**config.mk**
```make
export PLATFORM = sky130hd
export DESIGN_NAME = fma16_operand_stage_flat
export DESIGN_NICKNAME = d
export VERILOG_FILES = /design/src/rtl/fma16_operand_stage_if.sv /design/src/rtl/fma16_operand_stage.sv /design/src/flat_wrapper.sv
export SDC_FILE = /design/constraint.sdc
export NUM_CORES = 1
export LEC_CHECK = 0
export CORE_MARGIN = 10
export CORE_UTILIZATION = 40
export CTS_BUF_LIST = sky130_fd_sc_hd__clkbuf_2
export CTS_CLUSTER_DIAMETER = 150
export DETAILED_ROUTE_END_ITERATION = 12
export PLACE_DENSITY_LB_ADDON = 0.08
export SYNTH_ARGS = -nofsm -noshare
export SYNTH_HDL_FRONTEND = slang
export SYNTH_SLANG_ARGS = --single-unit
export TNS_END_PERCENT = 20
```
**constraint.sdc**
```tcl
create_clock -name clk -period 5.4 [get_ports clk]
set_clock_uncertainty 0.2 [all_clocks]
set_input_delay 1.35 -clock clk [delete_from_list [all_inputs] [get_ports clk]]
set_output_delay 1.35 -clock clk [all_outputs]
set_load 0.01 [all_outputs]
```
**src/rtl/fma16_operand_stage_if.sv**
```systemverilog
// Purpose: handshake/bus bundle between the instruction source, the operand
//          issue stage and the classification stage.
// Ports (signals):
//   in_valid/in_ready            source-side handshake
//   in_x/in_y/in_z               operands, 16 bits each
//   in_mul/in_add/in_negp/in_negz/in_roundmode   operation controls
//   out_valid/out_ready          consumer-side handshake
//   out_x..out_roundmode         buffered copy of the operation
//   out_tag                      sequence tag, TAG_W bits
// Modports: slave = the operand stage, master = the environment driving it.
interface fma16_operand_stage_if #(
    parameter int unsigned TAG_W = 4
);
    logic             in_valid;
    logic             in_ready;
    logic [15:0]      in_x;
    logic [15:0]      in_y;
    logic [15:0]      in_z;
    logic             in_mul;
    logic             in_add;
    logic             in_negp;
    logic             in_negz;
    logic [1:0]       in_roundmode;

    logic             out_valid;
    logic             out_ready;
    logic [15:0]      out_x;
    logic [15:0]      out_y;
    logic [15:0]      out_z;
    logic             out_mul;
    logic             out_add;
    logic             out_negp;
    logic             out_negz;
    logic [1:0]       out_roundmode;
    logic [TAG_W-1:0] out_tag;

    modport slave (
        input  in_valid, in_x, in_y, in_z, in_mul, in_add, in_negp, in_negz, in_roundmode,
        output in_ready,
        output out_valid, out_x, out_y, out_z, out_mul, out_add, out_negp, out_negz,
        output out_roundmode, out_tag,
        input  out_ready
    );

    modport master (
        output in_valid, in_x, in_y, in_z, in_mul, in_add, in_negp, in_negz, in_roundmode,
        input  in_ready,
        input  out_valid, out_x, out_y, out_z, out_mul, out_add, out_negp, out_negz,
        input  out_roundmode, out_tag,
        output out_ready
    );
endinterface

```
**src/rtl/fma16_operand_stage.sv**
```systemverilog
// Purpose: registered operand-issue stage in front of fma16_classification.
//          A 2-entry skid buffer (main + skid register) tags each accepted
//          operation and presents it stably downstream. in_ready depends only
//          on registered state and flush, never on out_ready.
// Ports:
//   clk      clock, rising edge
//   reset_n  asynchronous active-low reset
//   flush    synchronous flush, discards buffered operations
//   io       fma16_operand_stage_if.slave (in_* source side, out_* consumer side)
module fma16_operand_stage #(
    parameter int unsigned TAG_W = 4
) (
    input  logic                  clk,
    input  logic                  reset_n,
    input  logic                  flush,
    fma16_operand_stage_if.slave  io
);

    typedef struct packed {
        logic [15:0]      x;
        logic [15:0]      y;
        logic [15:0]      z;
        logic             mul;
        logic             add;
        logic             negp;
        logic             negz;
        logic [1:0]       roundmode;
        logic [TAG_W-1:0] tag;
    } op_t;

    typedef enum logic [1:0] {
        ST_EMPTY = 2'd0,
        ST_ONE   = 2'd1,
        ST_FULL  = 2'd2
    } state_t;

    state_t           r_state;
    state_t           w_state_nxt;
    op_t              r_main;
    op_t              r_skid;
    logic [TAG_W-1:0] r_tag_cnt;

    op_t              w_in_op;
    logic             w_in_ready;
    logic             w_out_valid;
    logic             w_accept;
    logic             w_pop;
    logic             w_load_main;
    logic             w_main_from_skid;
    logic             w_load_skid;

    // Incoming bundle stamped with the current sequence tag
    always_comb begin
        w_in_op           = '0;
        w_in_op.x         = io.in_x;
        w_in_op.y         = io.in_y;
        w_in_op.z         = io.in_z;
        w_in_op.mul       = io.in_mul;
        w_in_op.add       = io.in_add;
        w_in_op.negp      = io.in_negp;
        w_in_op.negz      = io.in_negz;
        w_in_op.roundmode = io.in_roundmode;
        w_in_op.tag       = r_tag_cnt;
    end

    assign w_in_ready  = ~flush & (r_state != ST_FULL);
    assign w_out_valid = (r_state != ST_EMPTY);
    assign w_accept    = io.in_valid & w_in_ready;
    assign w_pop       = w_out_valid & io.out_ready;

    // Next-state and register load selection; flush overrides the handshake
    always_comb begin
        w_state_nxt      = r_state;
        w_load_main      = 1'b0;
        w_main_from_skid = 1'b0;
        w_load_skid      = 1'b0;
        if (flush) begin
            w_state_nxt = ST_EMPTY;
        end else begin
            case (r_state)
                ST_EMPTY: begin
                    if (w_accept) begin
                        w_state_nxt = ST_ONE;
                        w_load_main = 1'b1;
                    end
                end
                ST_ONE: begin
                    if (w_accept && !w_pop) begin
                        w_state_nxt = ST_FULL;
                        w_load_skid = 1'b1;
                    end else if (w_pop && !w_accept) begin
                        w_state_nxt = ST_EMPTY;
                    end else if (w_accept && w_pop) begin
                        w_load_main = 1'b1;
                    end
                end
                ST_FULL: begin
                    if (w_pop) begin
                        w_state_nxt      = ST_ONE;
                        w_load_main      = 1'b1;
                        w_main_from_skid = 1'b1;
                    end
                end
                default: w_state_nxt = ST_EMPTY;
            endcase
        end
    end

    // State, storage and tag counter (counter survives flush)
    always_ff @(posedge clk or negedge reset_n) begin
        if (!reset_n) begin
            r_state   <= ST_EMPTY;
            r_main    <= '0;
            r_skid    <= '0;
            r_tag_cnt <= '0;
        end else begin
            r_state <= w_state_nxt;
            if (w_load_main) begin
                r_main <= w_main_from_skid ? r_skid : w_in_op;
            end
            if (w_load_skid) begin
                r_skid <= w_in_op;
            end
            if (w_accept) begin
                r_tag_cnt <= r_tag_cnt + TAG_W'(1);
            end
        end
    end

    assign io.in_ready      = w_in_ready;
    assign io.out_valid     = w_out_valid;
    assign io.out_x         = r_main.x;
    assign io.out_y         = r_main.y;
    assign io.out_z         = r_main.z;
    assign io.out_mul       = r_main.mul;
    assign io.out_add       = r_main.add;
    assign io.out_negp      = r_main.negp;
    assign io.out_negz      = r_main.negz;
    assign io.out_roundmode = r_main.roundmode;
    assign io.out_tag       = r_main.tag;

endmodule

```
**src/flat_wrapper.sv**
```systemverilog
// flat-port wrapper written by rule: the top's interface ports become plain ports
module fma16_operand_stage_flat 
#(
    parameter int unsigned TAG_W = 4
)
  (clk, reset_n, flush, io_in_valid, io_in_x, io_in_y, io_in_z, io_in_mul, io_in_add, io_in_negp, io_in_negz, io_in_roundmode, io_in_ready, io_out_valid, io_out_x, io_out_y, io_out_z, io_out_mul, io_out_add, io_out_negp, io_out_negz, io_out_roundmode, io_out_tag, io_out_ready);
  fma16_operand_stage_if #(.TAG_W(TAG_W)) io_i ();
  input  logic clk;
  input  logic reset_n;
  input  logic flush;
  input wire logic [$bits(io_i.in_valid)-1:0] io_in_valid;
  input wire logic [$bits(io_i.in_x)-1:0] io_in_x;
  input wire logic [$bits(io_i.in_y)-1:0] io_in_y;
  input wire logic [$bits(io_i.in_z)-1:0] io_in_z;
  input wire logic [$bits(io_i.in_mul)-1:0] io_in_mul;
  input wire logic [$bits(io_i.in_add)-1:0] io_in_add;
  input wire logic [$bits(io_i.in_negp)-1:0] io_in_negp;
  input wire logic [$bits(io_i.in_negz)-1:0] io_in_negz;
  input wire logic [$bits(io_i.in_roundmode)-1:0] io_in_roundmode;
  output wire logic [$bits(io_i.in_ready)-1:0] io_in_ready;
  output wire logic [$bits(io_i.out_valid)-1:0] io_out_valid;
  output wire logic [$bits(io_i.out_x)-1:0] io_out_x;
  output wire logic [$bits(io_i.out_y)-1:0] io_out_y;
  output wire logic [$bits(io_i.out_z)-1:0] io_out_z;
  output wire logic [$bits(io_i.out_mul)-1:0] io_out_mul;
  output wire logic [$bits(io_i.out_add)-1:0] io_out_add;
  output wire logic [$bits(io_i.out_negp)-1:0] io_out_negp;
  output wire logic [$bits(io_i.out_negz)-1:0] io_out_negz;
  output wire logic [$bits(io_i.out_roundmode)-1:0] io_out_roundmode;
  output wire logic [$bits(io_i.out_tag)-1:0] io_out_tag;
  input wire logic [$bits(io_i.out_ready)-1:0] io_out_ready;
  assign io_i.in_valid = io_in_valid;
  assign io_i.in_x = io_in_x;
  assign io_i.in_y = io_in_y;
  assign io_i.in_z = io_in_z;
  assign io_i.in_mul = io_in_mul;
  assign io_i.in_add = io_in_add;
  assign io_i.in_negp = io_in_negp;
  assign io_i.in_negz = io_in_negz;
  assign io_i.in_roundmode = io_in_roundmode;
  assign io_in_ready = io_i.in_ready;
  assign io_out_valid = io_i.out_valid;
  assign io_out_x = io_i.out_x;
  assign io_out_y = io_i.out_y;
  assign io_out_z = io_i.out_z;
  assign io_out_mul = io_i.out_mul;
  assign io_out_add = io_i.out_add;
  assign io_out_negp = io_i.out_negp;
  assign io_out_negz = io_i.out_negz;
  assign io_out_roundmode = io_i.out_roundmode;
  assign io_out_tag = io_i.out_tag;
  assign io_i.out_ready = io_out_ready;
  fma16_operand_stage #(.TAG_W(TAG_W)) u_core (.clk(clk), .reset_n(reset_n), .flush(flush), .io(io_i));
endmodule
```
==> impl_results.rst <==
.. list-table::
   :header-rows: 1

   * - Metric
     - Value
   * - Status
     - finished, final reports clean
   * - Leading cell type by number of instances after synthesis
     - mux2_2
   * - Number of buffers on the longest clock path
     - 2
   * - Critical Setup Path Class
     - primary input to output port
   * - Max_cap viols
     - 0
   * - Hold Crit Depth
     - 1
   * - Chip Width
     - 136 µm
   * - Pre-CTS setup slack
     - between 900 and 1000 ps
   * - Antenna viol nets, final
     - 0
   * - Count of different cell masters after synthesis
     - 24
   * - Violation count after the first detailed-routing iteration
     - between 90 and 100
   * - Share of the clock period used by the worst path
     - 0.793
   * - Final HPWL from detailed placement
     - 7.74 mm
   * - Maximum number of pins on one net before global-route repair
     - 54
   * - Cts-stage hold buffer count
     - 0
   * - Clock power share
     - 0.172
   * - Worst hold path startpoint
     - u_core.r_tag_cnt[3]$_DFFE_PN0N_
   * - Final core occ
     - 0.520
   * - Cell types with the highest counts after synthesis
     - mux2_2, dfrtp_1, mux2_1
   * - Part of the total power dissipated in combinational logic
     - 0.277
   * - Beginning of the worst register-to-register path
     - u_core.r_state[1]$_DFFE_PN0P_
   * - Worst reg2reg endpoint
     - u_core.r_skid[32]$_DFFE_PN0P_
   * - Count of flip-flops with a built-in enable after synthesis
     - 0
   * - Total global routing track utilization
     - 0.131
   * - Hold Violations, Final
     - 0
   * - Switching share of total power
     - 0.278
   * - CP Max Fanout
     - 10
   * - Summed instance area of the synthesized netlist
     - 0.00537 mm²
   * - Count of endpoints failing setup in the final report
     - 0
   * - Power Dens Cells
     - 345 mW/mm²
   * - Root buf cell
     - clkbuf_2
   * - Number of flip-flops and latches in the synthesized netlist
     - 122
   * - Top Ports
     - 119
   * - Part of the total power dissipated in sequential elements
     - 0.551
   * - Register area share after synthesis
     - 0.569
   * - Area used by sequential logic in the layout
     - roughly 0.0031 mm²
   * - Overall die area
     - 0.0185 mm²
   * - Worst-case reg-to-reg path depth
     - 6
   * - Wire length of the first global-routing pass
     - 18.7 mm
   * - Core area
     - 0.0132 mm²
   * - Number of global-route vias before repair
     - 3467
   * - Total via count after detailed routing
     - 3225
   * - P_int
     - 1.71 mW
   * - Num rows
     - 42
   * - Die boundary height
     - between 100 and 150 µm
   * - Setup_tns
     - 0 ps
   * - CTS Buf Count
     - 17
   * - Worst supply voltage drop on vdd
     - 0.149 mV
   * - Setup repair after global routing missed its margin
     - no
   * - Required time at the worst-slack endpoint
     - 3850 ps
   * - Number of nets in the synthesized netlist
     - between 400 and 500
   * - Number of remaining DRC errors
     - 0
   * - Number of clock sinks
     - 122
   * - Tightest Pin Transition
     - 691 ps
   * - Data arrival time at the worst-slack endpoint
     - 2730 ps
   * - Pins over their slew limit
     - 0
   * - Cell types occupying the most area after synthesis
     - dfrtp_1, mux2_2, mux2_1
   * - Leakage
     - 2.86 nW
   * - F_max
     - 233 MHz
   * - Top cell type by total area after synthesis
     - dfrtp_1
   * - Drt first pass iters
     - 4
   * - Area taken by multi-input logic gates
     - 0.00220 mm²
   * - Fin worst setup slack
     - approximately 1100 ps
   * - Number of buffers added for setup after CTS
     - 0
   * - Area growth from synthesis to final layout
     - 27.8%
   * - Class of the tightest hold or removal check
     - register to register
   * - Wire length per cell after detailed routing
     - between 15 and 20 µm
   * - Final GP Congestion
     - 0.717
   * - Clk_lat worst skew
     - ~650 ps
   * - Gate Count Post-Synth
     - 344
   * - CTS tree
     - yes
   * - Share of synthesized registers carrying an async set or reset
     - 1.00
   * - Primary FF master, synth
     - dfrtp_1
   * - Number of nets in the final layout
     - 532
   * - Net switching power
     - between 600 and 700 µW
   * - Shortest clock period the worst path allows after layout
     - 4280 ps
   * - H-tree depth reported by CTS
     - 4
   * - Total of warnings raised by yosys
     - 0
   * - Antenna violations before repair
     - 0
   * - Power consumption
     - approximately 2.4 mW
   * - Number of vias per cell
     - 4.92
   * - Fraction of final layout cells with drive strength greater than 1
     - 0.398
   * - Kind of end point of the critical path
     - output port
   * - Clock transition at the registers of the reported paths
     - approximately 140 ps
   * - Filler instances
     - 1172
   * - Residual overflow from global routing
     - 0
   * - # port buffers
     - 118
   * - Antenna diodes
     - 0
   * - Critical Path Start Type
     - primary input
   * - Yosys top cell area share
     - 0.569
   * - Max-slew headroom at the worst pin
     - 0.540
   * - DRT Wirelength
     - 11.5 mm
   * - Setup slack on the worst flop-to-flop path
     - 2370 ps
   * - Per-instance average area after synthesis
     - approximately 16 µm²
   * - Gates resized, CTS repair
     - 0
   * - Initial standard-cell utilization of the core
     - 0.407
   * - Min-Delay Endpoint
     - u_core.r_tag_cnt[3]$_DFFE_PN0N_
-- state kept, by name (all words and copies together), names as in the netlist --
name and flops:
u_core.io.out_mul 1, u_core.io.out_x 16, u_core.io.out_roundmode 2, u_core.io.out_negp 1
u_core.r_tag_cnt 4, u_core.io.out_y 16, u_core.io.out_z 16, u_core.r_skid 58
u_core.io.out_negz 1, u_core.io.out_add 1, u_core.r_state 2, u_core.io.out_tag 4
-- worst max path at each step --
stage,from,to,cells after the start
2_1_floorplan,flush,u_core.r_skid[10]$_DFFE_PN0P_,7
3_3_place_gp,flush,u_core.r_skid[20]$_DFFE_PN0P_,6
3_5_place_dp,flush,u_core.r_skid[33]$_DFFE_PN0P_,6
4_1_cts,flush,io_in_ready,3
5_1_grt,flush,io_in_ready,3
6_report,flush,io_in_ready,3
-- per-stage QoR --
stage	cell area, µm²	instances	hold slack (ps)
6_report	6860	656	298
5_1_grt	6860	656	315
4_1_cts	6860	656	300
3_5_place_dp	6720	627	281
3_3_place_gp	6720	627	275
2_1_floorplan	5370	344	251
-- critical path: stages --
cell and delay [ps]:
clkdlybuf4s50_1 630, nor2_1 200, clkdlybuf4s50_1 550
-- power by group through the flow --
stage / logic [mW] / clock network [mW] / registers [mW]
global route: 0.717 / 0.485 / 1.34
CTS: 0.673 / 0.440 / 1.31
finish: 0.656 / 0.407 / 1.31
detailed placement: 0.670 / 0 / 1.33
floorplan: 0.291 / 0 / 1.34
global placement: 0.654 / 0 / 1.32
-- routing by layer --
metal | wire length [µm] | share of wire | vias to the layer above | GRT usage
li1 | - | - | 1499 | -
met1 | 4990 | 0.44 | 1636 | 0.159
met2 | 5420 | 0.47 | 76 | 0.199
met3 | 859 | 0.075 | 14 | 0.0576
met4 | 179 | 0.016 | 0 | 0.0568
met5 | 0 | 0 | - | 0
-- cell type report --
class | instances | area share
clock inverter | 8 | 0.00474
multi-input combinational | 200 | 0.321
sequential | 122 | 0.445
timing repair buffer | 126 | 0.181
inverter | 3 | 0.00164
tap | 176 | 0.0321
clock buffer | 21 | 0.0153
-- cell families (layout without fill, tap and decap cells) --
family                     after synthesis  count (layout)  share of synthesized area
adders and majority gates                3               3                    0.00699
buffers and inverters                   22             158                     0.0252
and+or+nand+nor                         15              15                     0.0198
DFF                                    122             122                      0.569
muxes                                  176             176                      0.369
xor gates and xnor gates                 3               3                    0.00489
AOI/OAI and AO/OA                        3               3                    0.00559
-- placed cells by master (no fill, tap or decap) --
master,count
nor2_1,3
clkdlybuf4s50_1,117
nor3b_1,1
nor2b_1,1
clkinv_2,2
ha_1,3
buf_4,9
nand2_1,1
mux2i_1,1
nand3_1,1
and4bb_2,1
mux2_1,20
o22a_1,1
nand2b_1,2
o32ai_4,1
nor3b_4,1
xor2_1,3
nor4bb_1,2
a21oi_1,1
clkbuf_2,21
inv_1,3
or2_2,1
mux2_2,155
nor4b_1,1
clkinv_1,6
dfrtp_1,122
(Power assumes the default switching activity.)
